File: config.mk
export PLATFORM = sky130hd
export DESIGN_NAME = nes_ctrl_port
export DESIGN_NICKNAME = d
export VERILOG_FILES = /design/src/rtl/nes_ctrl_port.sv
export SDC_FILE = /design/constraint.sdc
export NUM_CORES = 1
export LEC_CHECK = 0
export ABC_AREA = 1
export CAP_MARGIN = 20
export CORE_MARGIN = 2
export CORE_UTILIZATION = 45
export DETAILED_ROUTE_END_ITERATION = 10
export GPL_ROUTABILITY_DRIVEN = 0
export PLACE_DENSITY_LB_ADDON = 0.2
export RECOVER_POWER = 100
export SYNTH_ARGS = -nofsm -noshare
export SYNTH_HDL_FRONTEND = slang
export SYNTH_SLANG_ARGS = --single-unit
File: constraint.sdc
create_clock -name clk_cpu -period 1.6 [get_ports clk_cpu]
set_input_delay 0.32 -clock clk_cpu [delete_from_list [all_inputs] [get_ports clk_cpu]]
set_output_delay 0.32 -clock clk_cpu [all_outputs]
set_load 0.01 [all_outputs]
File: src/rtl/nes_ctrl_port.sv
// NES controller-port stage: $4016/$4017 decode, pad strobe/shift clocks, serial data sync.
// Optional shadow button capture is built when CTRL_SHADOW_EN is defined.
module nes_ctrl_port #(
    parameter int unsigned PULSE_CYCLES  = 6,
    parameter int unsigned SETTLE_CYCLES = 4,
    parameter logic [7:0]  OPEN_BUS      = 8'h40
) (
    input  logic        clk_cpu,
    input  logic        rst_n,
    input  logic        cpu_en,
    input  logic [15:0] cpu_addr,
    input  logic        cpu_rw,
    input  logic [7:0]  cpu_data_i,
    output logic [7:0]  cpu_data_o,
    input  logic [1:0]  ctrl_data,
    output logic [1:0]  ctrl_out,
    output logic [1:0]  ctrl_strobe,
    output logic [7:0]  buttons0,
    output logic [7:0]  buttons1,
    output logic        buttons_vld
);

    typedef enum logic [1:0] {StIdle, StPulse, StSettle} state_e;

    localparam logic [7:0] PulseLoad  = 8'(PULSE_CYCLES - 1);
    localparam logic [7:0] SettleLoad = 8'(SETTLE_CYCLES - 1);

    state_e     state_q [2];
    state_e     state_d [2];
    logic [7:0] cnt_q   [2];
    logic [7:0] cnt_d   [2];
    logic [1:0] pend_q, pend_d;
    logic [1:0] sync1_q, sync2_q;
    logic [1:0] hold_q;
    logic [1:0] pad_bit, cur_bit, rd;
    logic       strobe_q, strobe_wr;
    logic       unused_data;

    assign rd[0]       = cpu_en && cpu_rw && (cpu_addr == 16'h4016);
    assign rd[1]       = cpu_en && cpu_rw && (cpu_addr == 16'h4017);
    assign strobe_wr   = cpu_en && !cpu_rw && (cpu_addr == 16'h4016);
    assign pad_bit     = ~sync2_q;
    assign ctrl_strobe = {2{strobe_q}};
    assign unused_data = ^cpu_data_i[7:1];

    // Bit returned to the CPU: live while idle or strobed, frozen during a shift sequence.
    always_comb begin
        cur_bit  = '0;
        ctrl_out = '0;
        for (int p = 0; p < 2; p++) begin
            cur_bit[p]  = (state_q[p] == StIdle || strobe_q) ? pad_bit[p] : hold_q[p];
            ctrl_out[p] = (state_q[p] == StPulse);
        end
    end

    always_comb begin
        pend_d = pend_q;
        for (int p = 0; p < 2; p++) begin
            state_d[p] = state_q[p];
            cnt_d[p]   = cnt_q[p];
            unique case (state_q[p])
                StIdle: begin
                    if (rd[p] && !strobe_q) begin
                        state_d[p] = StPulse;
                        cnt_d[p]   = PulseLoad;
                    end
                end
                StPulse: begin
                    if (rd[p] && !strobe_q) pend_d[p] = 1'b1;
                    if (cnt_q[p] == 8'd0) begin
                        state_d[p] = StSettle;
                        cnt_d[p]   = SettleLoad;
                    end else begin
                        cnt_d[p] = cnt_q[p] - 8'd1;
                    end
                end
                StSettle: begin
                    if (cnt_q[p] == 8'd0) begin
                        pend_d[p] = 1'b0;
                        // A read landing on the final settle cycle is chained like a pending one.
                        if ((pend_q[p] || rd[p]) && !strobe_q) begin
                            state_d[p] = StPulse;
                            cnt_d[p]   = PulseLoad;
                        end else begin
                            state_d[p] = StIdle;
                        end
                    end else begin
                        cnt_d[p] = cnt_q[p] - 8'd1;
                        if (rd[p] && !strobe_q) pend_d[p] = 1'b1;
                    end
                end
                default: state_d[p] = StIdle;
            endcase
            if (strobe_q) pend_d[p] = 1'b0;
        end
    end

    always_ff @(posedge clk_cpu) begin
        if (!rst_n) begin
            for (int p = 0; p < 2; p++) begin
                state_q[p] <= StIdle;
                cnt_q[p]   <= 8'd0;
            end
            pend_q     <= 2'b00;
            sync1_q    <= 2'b11;
            sync2_q    <= 2'b11;
            hold_q     <= 2'b00;
            strobe_q   <= 1'b0;
            cpu_data_o <= 8'h00;
        end else begin
            for (int p = 0; p < 2; p++) begin
                state_q[p] <= state_d[p];
                cnt_q[p]   <= cnt_d[p];
            end
            pend_q  <= pend_d;
            sync1_q <= ctrl_data;
            sync2_q <= sync1_q;
            hold_q  <= cur_bit;
            if (strobe_wr) strobe_q <= cpu_data_i[0];
            if (rd[0])      cpu_data_o <= {OPEN_BUS[7:1], cur_bit[0]};
            else if (rd[1]) cpu_data_o <= {OPEN_BUS[7:1], cur_bit[1]};
        end
    end

`ifdef CTRL_SHADOW_EN
    logic [7:0] sh_q  [2];
    logic [3:0] n_q   [2];
    logic [7:0] btn_q [2];
    logic       vld_q;

    always_ff @(posedge clk_cpu) begin
        if (!rst_n) begin
            for (int p = 0; p < 2; p++) begin
                sh_q[p]  <= 8'h00;
                n_q[p]   <= 4'd0;
                btn_q[p] <= 8'h00;
            end
            vld_q <= 1'b0;
        end else begin
            vld_q <= 1'b0;
            for (int p = 0; p < 2; p++) begin
                // Shift right so the first bit read (A) ends up in bit 0.
                if (rd[p] && !strobe_q && n_q[p] < 4'd8) begin
                    sh_q[p] <= {cur_bit[p], sh_q[p][7:1]};
                    n_q[p]  <= n_q[p] + 4'd1;
                end
            end
            if (strobe_wr && cpu_data_i[0]) begin
                for (int p = 0; p < 2; p++) begin
                    if (n_q[p] == 4'd8) btn_q[p] <= sh_q[p];
                    n_q[p] <= 4'd0;
                end
                vld_q <= (n_q[0] == 4'd8) || (n_q[1] == 4'd8);
            end
        end
    end

    assign buttons0    = btn_q[0];
    assign buttons1    = btn_q[1];
    assign buttons_vld = vld_q;
`else
    assign buttons0    = 8'h00;
    assign buttons1    = 8'h00;
    assign buttons_vld = 1'b0;
`endif

endmodule

Yosys cells after proc, flatten, opt, wreduce, memory -nomap -nowiden
Memories as Yosys holds them, arrays and structs flattened.
Cells that the tools add are included.
Storage, ports and cells
  register bits: 11
  bits in latches: 0
  bits in writable memories: 20
  memory bits (read-only): 0
  bits of input ports: 30
  logic and storage cells: 82
  memories kept: 2
Memory list
  cnt_q: words 2, bits a word 8, read ports 2, clocked after Yosys merged registers in 0, wr ports 2, line 30  | logic [7:0] cnt_q [2];
  state_q: words 2, bits a word 2, read ports 2, clocked after Yosys merged registers in 0, wr ports 2, line 28  | state_e state_q [2];
Operators by class
  add/sub/neg operators: 2
  multiply operators: 0
  div/mod/pow operators: 0
  magnitude comparators: 0
  equal/unequal tests: 6
  shifts and indexed selects: 0
  muxes and demuxes: 36
  bitwise gates (word level): 6
  reductions and logical operators: 23
Operators with widths (number)
  $mux 8: 10
  $pmux 8 s3: 2
  $eq 16x15->1 const B: 2
  $logic_not 8->1: 2
  $mux 2: 8
  $sub 8x1->8 const B: 2
  $mux 7: 2
  $pmux 2 s3: 2
  $mux 1: 10
  $logic_and 1x1->1: 9
  $reduce_bool 2->1: 3
  $eq 2x1->1 const B: 2
  $eq 2x2->1 const B: 2
  $logic_not 2->1: 2
  $logic_or 1x1->1: 4
  $or 1x1->1: 4
  $pmux 1 s2: 2
  $logic_not 1->1: 2
  $not 2->2: 1
  $reduce_or 2->1: 1
  $not 1->1: 1

Longest topological paths before layout
  depth after elaboration: 8
  depth in mapped cells: 12
  mapped depth without buffers: 12

Least setup slack after synthesis
OpenSTA, ideal clock, no wires.
  path kind: flip-flop to flip-flop
  start point: memory cnt_q[0][0]
  end point: memory cnt_q[0][1]
  setup time: 0.112 ns
  arrival time: 1.488 ns
  data required time: 1.488 ns
  path slack: 0.000 ns
  stages on the path, launching flop included: 12
  clock period less this slack: 1.600 ns
  path through: dfxtp_1 inv_1 ha_1 nand3_1 nor2_2 inv_2 nor2_4 nand3_4 nand2_4 inv_2 nor2_1 nor2_2
RTL lines (line)
  start: declaration: 30

==> impl_results.md <==
* Status: complete, no violations
* Nets at 442
* Vias at 2191
* H-tree Lvls at 2
* Cell Pwr Density at approximately 1500 mW/mm^2
* Die height at 75.6 um
* Min Hold Slack at just over 400 ps
* Hold Vio Cnt, Final at 0
* Post-synth EDFFs at 0
* Total CTS buffers at 5
* 1st-pass router iterations at 4
* Critical path type: register to register
* Most used DFF post-synth: dfxtp_1
* Critical Path Source: cnt_q[0][1]$_SDFFE_PN0P_
* Count leader, synth: nand2_1
* Vias/cell at approximately 4.7
* # setup viols final at 0
* CP max FO at 5
* Dominant cell type by area after synthesis: dfxtp_1
* Fin crit period at approximately 1600 ps
* DRC violations left at 0
* Final WL at 5530 um
* CTS Buffer Depth at 2
* Most common library cells after synthesis: 63 x nand2_1, 44 x inv_1, 41 x nor2_1
* Worst r2r dst: cnt_q[0][1]$_SDFFE_PN0P_
* Mapped Cells at 339
* Initial antenna violation count at 0
* Nature of the critical path endpoint: register
* Critical Path Sink: cnt_q[0][1]$_SDFFE_PN0P_
* Reg2Reg Depth at 11
* Syn Area/Cell at 6.80 um^2
* Clk pin slew, worst setup/hold paths at 70 ps
* Post-Synth Adder-Cell Area at 0.0597
* LEAKAGE at 1.50 nW
* Sink Count at 31
* Post-synthesis mux area share at 0
* Final worst-path cycle share at 0.995
* Finished Core Util at 0.629
* RSZ-0062 raised after global routing: true
* Seq/Total Area, Yosys at 0.269
* Sequential share of power at 0.224
* Flops & latches, synth at 31
* Die area at approximately 0.0057 mm^2
* Worst EP required at 1790 ps
* Initial Util at 0.460
* CTS tree: built
* NetSw at 2.12 mW
* Rows at 26
* Vias in the first global route at 1991
* I/O Pins at 59
* CP Data Arrival Time at 1780 ps
* Core area at around 0.005 mm^2
* Post-Synth Simple-Gate Area at 0.374
* XOR/XNOR share of the synthesized area at 0.0114
* Fraction of layout cells with a size suffix above 1 at 0.324
* First-pass GRT wire length at around 8600 um
* Crit path launch type: register
* Synth Area in Compound Gates at 0.109
* Max-Cap Viols at 0
* Main combinational cell family by area after synthesis: simple AND/OR/NAND/NOR gates
* Yosys cell types at 32
* Worst hold path type: register to register
* Flop-to-flop setup slack at 8 ps
* Synth-to-layout area growth at 36.8%
* Port Buffers at 28
* Clock Latency Late Sink at 290 ps
* Pin count of the biggest net entering global routing at 10
* Final slew viol count at 0
* GRT Util Overall at 0.198
* Root cell of the clock tree: clkbuf_8
* DPL Wire Length at 3880 um
* Sw frac at 0.461
* Gr ovfl total at 0
* Die width at 75.6 um
* Warnings from Yosys at 0
* Max VDD drop at 1.10 mV
* Mapped cell area at 0.00230 mm^2
* Reg-to-Reg Start: cnt_q[0][1]$_SDFFE_PN0P_
* Antenna viol nets, final at 0
* Fillers at 457
* Async set-or-reset flop fraction in the synthesized netlist at 0
* Clock power share at 0.136
* Worst Skew at 7.22 ps
* Internal power at 2.48 mW
* Antenna diodes at 0
* Number of DRC markers in iteration 0 at 79
* Achievable Freq at around 630 MHz
* Synth area leaders: dfxtp_1 27%, nand2_1 10%, buf_4 9.1%
* Comb pwr share at 0.640
* WL/cell at about 12 um
* Top-area cell type share of the netlist area at 0.269
area by class of cell:
| class | count | area (um^2) | area share |
|---|---|---|---|
| multi-input cells | 253 | 1600 | 0.508 |
| flip-flops and latches | 31 | 632 | 0.200 |
| repair buffers | 61 | 544 | 0.173 |
| inverters | 49 | 199 | 0.0631 |
| well taps | 70 | 87.6 | 0.0278 |
| clock buffers | 6 | 82.6 | 0.0262 |
| clock inverters | 1 | 5.00 | 0.00159 |
through the flow:
stage / setup slack [ps] / TNS, ps / power, mW / instances / instance area, um^2
2_1_floorplan: 23.7 / 0 / 2.73 / 361 / 2390
3_3_place_gp: -328 / -6820 / 3.30 / 455 / 2730
3_5_place_dp: -372 / -7500 / 3.32 / 455 / 2730
4_1_cts: 1.47 / 0 / 4.14 / 465 / 2920
5_1_grt: -55.0 / -331 / 4.98 / 471 / 3150
6_report: 7.94 / 0 / 4.60 / 471 / 3150
worst min-delay path by stage:
stage | from | end | slack (ps) | cells past startpoint
6_report | sync1_q[1]$_SDFF_PN1_ | sync2_q[1]$_SDFF_PN1_ | 410 | 1
3_5_place_dp | sync1_q[1]$_SDFF_PN1_ | sync2_q[1]$_SDFF_PN1_ | 400 | 1
5_1_grt | sync1_q[1]$_SDFF_PN1_ | sync2_q[1]$_SDFF_PN1_ | 430 | 1
3_3_place_gp | sync1_q[1]$_SDFF_PN1_ | sync2_q[1]$_SDFF_PN1_ | 390 | 1
2_1_floorplan | sync1_q[0]$_SDFF_PN1_ | sync2_q[0]$_SDFF_PN1_ | 390 | 1
4_1_cts | sync1_q[1]$_SDFF_PN1_ | sync2_q[1]$_SDFF_PN1_ | 420 | 1
worst max-delay path, cell delays in order, from the launching register on:
cell and delay, ps:
dfxtp_4 350, inv_4 60, ha_4 160, nand3_4 90, nor2_4 120, inv_2 70, nor2_4 170, nand3_4 140
nand2_4 140, inv_6 60, nor2_4 90, nor2_2 40
metal layers:
layer	global-route usage	vias to the layer above	wire length, um
li1	-	1148	-
met1	0.230	997	2410
met2	0.367	39	2920
met3	0.0437	7	163
met4	0.0468	0	44
met5	0	-	0
sequential cells by signal, summed over array words and instances (netlist names):
name / flops
cnt_q: 16
state_q: 4
sync2_q: 2
hold_q: 2
sync1_q: 2
pend_q: 2
cpu_data_o: 2
strobe_q: 1
logic make-up (layout without fill, tap and decap cells):
kind of cell,count (synthesis),count (layout)
AOI/OAI and AO/OA,43,44
xor gates and xnor gates,3,3
adders and majority gates,11,11
buffers and inverters,79,117
DFF,31,31
other,1,23
and+or+nand+nor,171,172
power by group through the flow:
stage                     combinational, mW  sequential [mW]  clock, mW
after CTS                              2.49            0.999      0.649
after global routing                   3.24             1.05      0.690
after global placement                 2.30             1.01          0
after detailed placement               2.31             1.01          0
after floorplan                        1.73            0.994          0
final                                  2.94             1.03      0.627
placed cells by master, fill, tap and decap left out, types with 10 or more instances in the layout:
cell           Yosys  routed
a21oi_1           22      17
buf_4             28      30
conb_1             1      23
dfxtp_1           31      24
dlygate4sd2_1      0      15
inv_1             44      35
inv_2              4      10
nand2_1           63      59
nand3_1           30      26
nor2_1            41      30
nor2_2            11      15
nor2_4             4      11
o21ai_0           14      11
timing repair:
action	4_1_cts	5_1_grt
gates cloned	2	0
pin swaps	22	28
resized for setup	40	63
setup endpoints to repair	22	25
hold buffers	0	0
setup buffers	1	6
(Power assumes the default switching activity.)
